$ cat config.mk
export PLATFORM = sky130hd
export DESIGN_NAME = l2_arbiter
export DESIGN_NICKNAME = d
export VERILOG_FILES = /design/src/rtl/l2_arb_pkg.sv /design/src/rtl/l2_arb_sat_cnt.sv /design/src/rtl/l2_arbiter.sv
export SDC_FILE = /design/constraint.sdc
export NUM_CORES = 1
export LEC_CHECK = 0
export CORE_AREA = 2 2 366 368
export DETAILED_ROUTE_END_ITERATION = 7
export DIE_AREA = 0 0 368 370
export PLACE_DENSITY = 0.3
export SLEW_MARGIN = 20
export SYNTH_ARGS = -nofsm -noshare
export SYNTH_HDL_FRONTEND = slang
export SYNTH_SLANG_ARGS = --single-unit
$ cat constraint.sdc
create_clock -name clk -period 4.8 [get_ports clk]
set_input_delay 1.2 -clock clk [delete_from_list [all_inputs] [get_ports clk]]
set_output_delay 1.2 -clock clk [all_outputs]
set_load 0.05 [all_outputs]
$ cat src/rtl/l2_arb_pkg.sv
// Shared types and defaults for the L2 port arbiter.
package l2_arb_pkg;
    typedef enum logic [2:0] {IDLE, GNT_I, GNT_D, LOCK_I, LOCK_D} arb_state_t;

    localparam logic RR_I       = 1'b0;
    localparam logic RR_D       = 1'b1;
    localparam int   ADDR_W_DEF = 30;
    localparam int   LINE_W_DEF = 128;
endpackage

$ cat src/rtl/l2_arb_sat_cnt.sv
// Saturating up-counter for arbiter statistics; holds at all-ones instead of wrapping.
module l2_arb_sat_cnt
    import l2_arb_pkg::*;
#(
    parameter int CNT_W = 16
) (
    input  logic             clk,
    input  logic             i_clr,
    input  logic             i_inc,
    output logic [CNT_W-1:0] o_cnt
);
    logic [CNT_W-1:0] r_cnt;

    always_ff @(posedge clk) begin
        if (i_clr) begin
            r_cnt <= '0;
        end else if (i_inc && (r_cnt != '1)) begin
            r_cnt <= r_cnt + 1'b1;
        end
    end

    assign o_cnt = r_cnt;
endmodule

$ cat src/rtl/l2_arbiter.sv
// Round-robin arbiter sharing one L2 port between the L1 I-cache and D-cache.
//   state  | meaning
//   IDLE   | no owner; a requester is granted combinationally this cycle
//   GNT_I  | I owns the L2 port for one transaction
//   GNT_D  | D owns the L2 port for one transaction
//   LOCK_I | I keeps the port after a writeback for its refill
//   LOCK_D | D keeps the port after a writeback for its refill
module l2_arbiter
    import l2_arb_pkg::*;
#(
    parameter int ADDR_W  = ADDR_W_DEF,
    parameter int LINE_W  = LINE_W_DEF,
    parameter int CNT_W   = 16,
    parameter bit LOCK_WB = 1'b1,
    parameter bit FIRST_D = 1'b1
) (
    input  logic              clk,
    input  logic              proc_reset,
    input  logic              i_read,
    input  logic              i_write,
    input  logic [ADDR_W-1:0] i_addr,
    input  logic [LINE_W-1:0] i_wdata,
    output logic [LINE_W-1:0] i_rdata,
    output logic              i_ready,
    output logic              i_stall,
    input  logic              d_read,
    input  logic              d_write,
    input  logic [ADDR_W-1:0] d_addr,
    input  logic [LINE_W-1:0] d_wdata,
    output logic [LINE_W-1:0] d_rdata,
    output logic              d_ready,
    output logic              d_stall,
    output logic              l2_read,
    output logic              l2_write,
    output logic [ADDR_W-1:0] l2_addr,
    output logic [LINE_W-1:0] l2_wdata,
    input  logic [LINE_W-1:0] l2_rdata,
    input  logic              l2_ready,
    input  logic              l2_stall,
    output logic [CNT_W-1:0]  i_grant_cnt,
    output logic [CNT_W-1:0]  d_grant_cnt,
    output logic [CNT_W-1:0]  i_wait_cnt,
    output logic [CNT_W-1:0]  d_wait_cnt
);
    arb_state_t r_state, w_next;
    logic       r_rr;
    logic       w_req_i, w_req_d;
    logic       w_hold, w_own_d, w_fwd, w_done, w_req_own, w_wr_own;
    logic       w_fwd_i, w_fwd_d;

    assign w_req_i = i_read | i_write;
    assign w_req_d = d_read | d_write;

    always_ff @(posedge clk) begin
        if (proc_reset) begin
            r_state <= IDLE;
            r_rr    <= FIRST_D ? RR_D : RR_I;
        end else begin
            r_state <= w_next;
            if (w_done) begin
                r_rr <= w_own_d ? RR_I : RR_D;
            end
        end
    end

    always_comb begin
        w_next    = r_state;
        w_hold    = 1'b0;
        w_own_d   = 1'b0;
        w_fwd     = 1'b0;
        w_done    = 1'b0;
        w_req_own = 1'b0;
        w_wr_own  = 1'b0;
        case (r_state)
            IDLE: begin
                w_hold  = w_req_i | w_req_d;
                w_own_d = w_req_d & (~w_req_i | (r_rr == RR_D));
                w_fwd   = w_hold;
                if (w_hold) begin
                    w_next = w_own_d ? GNT_D : GNT_I;
                end
            end
            GNT_I, GNT_D, LOCK_I, LOCK_D: begin
                w_hold    = 1'b1;
                w_own_d   = (r_state == GNT_D) || (r_state == LOCK_D);
                w_req_own = w_own_d ? w_req_d : w_req_i;
                w_wr_own  = w_own_d ? d_write : i_write;
                // An aborted grant (request gone, no ready) forwards nothing.
                w_fwd     = w_req_own | l2_ready | (r_state == LOCK_I) | (r_state == LOCK_D);
                if (l2_ready) begin
                    w_done = 1'b1;
                    if (LOCK_WB && w_wr_own && ((r_state == GNT_I) || (r_state == GNT_D))) begin
                        w_next = w_own_d ? LOCK_D : LOCK_I;
                    end else begin
                        w_next = IDLE;
                    end
                end else if (!w_req_own) begin
                    w_next = IDLE;
                end
            end
            default: w_next = IDLE;
        endcase
        // No one is granted while reset is held, so the L2 side stays quiet.
        if (proc_reset) begin
            w_hold = 1'b0;
            w_fwd  = 1'b0;
            w_done = 1'b0;
        end
    end

    assign w_fwd_i = w_fwd & ~w_own_d;
    assign w_fwd_d = w_fwd & w_own_d;

    assign l2_read  = w_fwd & (w_own_d ? d_read : i_read);
    assign l2_write = w_fwd & (w_own_d ? d_write : i_write);
    assign l2_addr  = w_fwd ? (w_own_d ? d_addr : i_addr) : '0;
    assign l2_wdata = w_fwd ? (w_own_d ? d_wdata : i_wdata) : '0;

    assign i_rdata = w_fwd_i ? l2_rdata : '0;
    assign i_ready = w_fwd_i & (r_state != IDLE) & l2_ready;
    assign i_stall = w_fwd_i ? l2_stall : w_req_i;
    assign d_rdata = w_fwd_d ? l2_rdata : '0;
    assign d_ready = w_fwd_d & (r_state != IDLE) & l2_ready;
    assign d_stall = w_fwd_d ? l2_stall : w_req_d;

    l2_arb_sat_cnt #(.CNT_W(CNT_W)) u_i_grant (
        .clk(clk), .i_clr(proc_reset), .i_inc(w_done & ~w_own_d), .o_cnt(i_grant_cnt));
    l2_arb_sat_cnt #(.CNT_W(CNT_W)) u_d_grant (
        .clk(clk), .i_clr(proc_reset), .i_inc(w_done & w_own_d), .o_cnt(d_grant_cnt));
    l2_arb_sat_cnt #(.CNT_W(CNT_W)) u_i_wait (
        .clk(clk), .i_clr(proc_reset), .i_inc(w_hold & w_own_d & w_req_i), .o_cnt(i_wait_cnt));
    l2_arb_sat_cnt #(.CNT_W(CNT_W)) u_d_wait (
        .clk(clk), .i_clr(proc_reset), .i_inc(w_hold & ~w_own_d & w_req_d), .o_cnt(d_wait_cnt));
endmodule

==> flow_summary.toml, run 1 <==
[global_routing]
grt_pass1_vias = 12000
grt_start_max_net_pins = 54
grt_usage_pct = 16.3
grt_overflow = 0
antenna_found_initial = 107
grt_first_pass_wirelength_um = 143000

[clock_network]
clkSlewWorstSetupHoldPaths_ns = 0.06
clk_latency_ns = 0.36
clockRootBuffer = "clkbuf_16"
cts_num_sinks = 68
h-tree-depth = 3
cts_tree = "done"
cts_buffers = 9
clockBufferDepth = 2

[yosys]
ys_warn_count = 0
synth_compound_area_share_pct = 26.3
synth_edf_count = 0
yosysUniqueCellTypes = 52
yosysSeqAreaShare_pct = 20.1
yosys.area_share.adder_pct = 0.737
yosys.area_share.simple_pct = 40.7
synthTopCellsByArea = "and2_1, a22o_1, dfxtp_1"
synthArstFlopShare_pct = 0
synthMuxAreaShare_pct = 1.68
syn_area_per_cell_sq_um = 7.48
synth_top_family_by_area = "simple AND/OR/NAND/NOR gates"
synth_top_area_share_pct = 24.0
synthesis.area_sq_um = 6790
ys_ff_latch = 68
synthFlopType = "dfxtp_1"
yosys.area_share.xor_xnor_pct = 5.16
synthCells = 908
yosys.area.top_type = "and2_1"
syn_nets = 1364

[route]
vias = 11800
routed_via_density = 3.27
drtIter0Drc = 547
drt_pass1_iterations = 5
drc = 0
finalWirelength_um = 118000
ant_nets = 0
routedWlPerCell_um = 32.5

[critical_path]
crit_top_cell = "buf_12"
crit_type = "primary input to output port"
cp-startpoint = "d_write"
endpoint = "l2_wdata[56]"
crit_chain = "clkdlybuf4s50_1, or2_1, or4_4, a21oi_4, nor2_4, buf_12, buf_12, a22o_2, buf_12"
cp_max_fo = 41
start_kind = "primary input"
crit_required_ns = 3.60
cp_slowest_cell = "or4_4"
r2r-start = "r_state[1]"
r2r-end = "u_i_wait.o_cnt[14]"
reg2regPathDepth = 7
critPathMaxStageDelay_ns = 0.45
worstPathArrival_ns = 3.60
ff2ff_setup_slack_ns = 2.21
crit_path_end_kind = "output port"

[power_and_ir_drop]
ir_drop_v = 0.000135
p_int_mw = 3.00
cellPowerDensity_nw_per_um2 = 240
p_clk_share_pct = 13.4
leakagePower_nw = 8.72
finalPower_mw = 5.66
switching_share_pct = 47.1
p_sw_mw = 2.67
p_seq_share_pct = 10.4
p_comb_share_pct = 76.2

[sta]
fin_crit_sh_pct = 100
fmax_mhz = 208
whs_ns = 0.505
setup_viol = 0
finalClockSkew_ns = 0.00406
fin_crit_ns = 4.80
drv_slew = 0
tightestPinTransition_ns = 0.946
rsz0062_at_grt = "true"
hold_viol = 0
setup_ws_ns = 0.00162
slew_headroom_pct = 36.4

[floorplan]
dieArea_sq_um = 136000
core-area_sq_um = 132000
die_x_um = 368
die_h_um = 370
io_pins = 936
start_util_pct = 5.12
rows = 134

[layout]
final_cell_mix = "clkdlybuf4s50_1, buf_12, and2_1, a22o_1, dfxtp_1"
syn_to_final_growth_pct = 248
fin_nets = 2297
drive_above_1_share_pct = 30.4
final_common_cell = "clkdlybuf4s50_1"

[min_path]
hp-class = "register to register"

[job]
maxCapViolations = 0

[placed_design]
pre_cts_ws_ns = -0.219
numPortBuffers = 935
place.gp.congestion = 0.916
place_hpwl_um = 107000

[status]
outcome = "finished clean"
## worst min-delay path by stage
stage / slack (ns) / start / end / depth (start not counted)
finish: 0.50 / u_d_wait.o_cnt[5] / u_d_wait.o_cnt[5] / 2
global route: 0.56 / u_d_wait.o_cnt[5] / u_d_wait.o_cnt[5] / 2
CTS: 0.51 / u_d_wait.o_cnt[5] / u_d_wait.o_cnt[5] / 2
detailed placement: 0.50 / u_d_wait.o_cnt[5] / u_d_wait.o_cnt[5] / 2
global placement: 0.49 / u_d_wait.o_cnt[5] / u_d_wait.o_cnt[5] / 2
floorplan: 0.54 / r_rr / r_rr / 1
## power groups by stage
stage	logic, mW	clock network (mW)	registers [mW]
after CTS	4.33	0.797	0.587
after global placement	4.26	0	0.599
after detailed placement	4.25	0	0.599
after floorplan	1.69	0	0.602
final	4.31	0.761	0.588
after global routing	4.45	0.814	0.589
## synthesized netlist by cell type, drive strengths merged, types with 2 or more instances
master / count
or4: 5
nand2b: 5
nand4: 18
clkbuf: 62
nand2: 29
nor3: 12
mux2: 3
xor2: 19
xnor2: 21
a21oi: 15
ha: 4
mux2i: 8
o21ai: 18
nor2: 58
or2: 2
buf: 19
and4: 9
a21o: 2
o2111ai: 4
nand3: 23
and3: 8
a22o: 160
a22oi: 2
o31ai: 5
inv: 14
o211ai: 4
nor4b: 5
nand4b: 2
dfxtp: 68
and2: 260
a211o: 2
nor2b: 3
or3: 8
nor4: 19
## cell families (layout without fill, tap and decap cells)
group           after synthesis  in the layout
fa+ha+maj                     4              4
xor+xnor                     40             40
simple gates                470            470
other cells                   0              7
flops                        68             68
mux                          11             11
compound gates              220            220
buf+inv                      95           1033
## registers in the layout (all words and copies together) (netlist names)
signal and flops:
r_state 3, u_d_grant.o_cnt 16, r_rr 1, u_i_wait.o_cnt 16, u_i_grant.o_cnt 16, u_d_wait.o_cnt 16
## routing by layer
layer | global-route usage, % | part of all wire, %
met1 | 18.6 | 39
met2 | 28.6 | 49
met3 | 7.23 | 10
met4 | 1.84 | 1.4
met5 | 0 | 0.25
## layout make-up
type	count	area, sq um
multi-input cells	745	5330
fillers	14600	109000
repair buffers	1003	14300
clock inverters	6	87.6
flip-flops and latches	68	1360
well taps	1768	2210
diodes	7	17.5
clock buffers	10	239
inverters	14	52.6
## critical path: cells and delay by family
kind / cells / cell delay, ns
and+or+nand+nor: 3 / 0.81
AOI/OAI and AO/OA: 2 / 0.55
buffers and inverters: 4 / 0.95
## repair_timing
| item | CTS | global route |
|---|---|---|
| endpoints found under the setup margin | 246 | 127 |
| pin swaps | 3 | 3 |
| cloned | 2 | 1 |
| resized for setup | 57 | 23 |
| setup buffers | 6 | 1 |
| hold buffers | 0 | 0 |
## through the flow
stage	instance area [sq um]	instances	util (%)	setup TNS, ns
2_1_floorplan	6790	908	-	0
3_3_place_gp	22800	3588	17.2	-20.62
3_5_place_dp	22800	3588	17.2	-12.78
4_1_cts	23400	3612	17.7	-0.249
5_1_grt	23600	3615	17.8	-0.0479
6_report	23600	3621	17.8	0
Power figures use the tool's default switching activity.
==> inputs of run 2 (changes only) <==
- CAP_MARGIN: not set -> 20
==> results of run 2 <==
The final DEF is identical to that of run 1; final timing and power are the same.
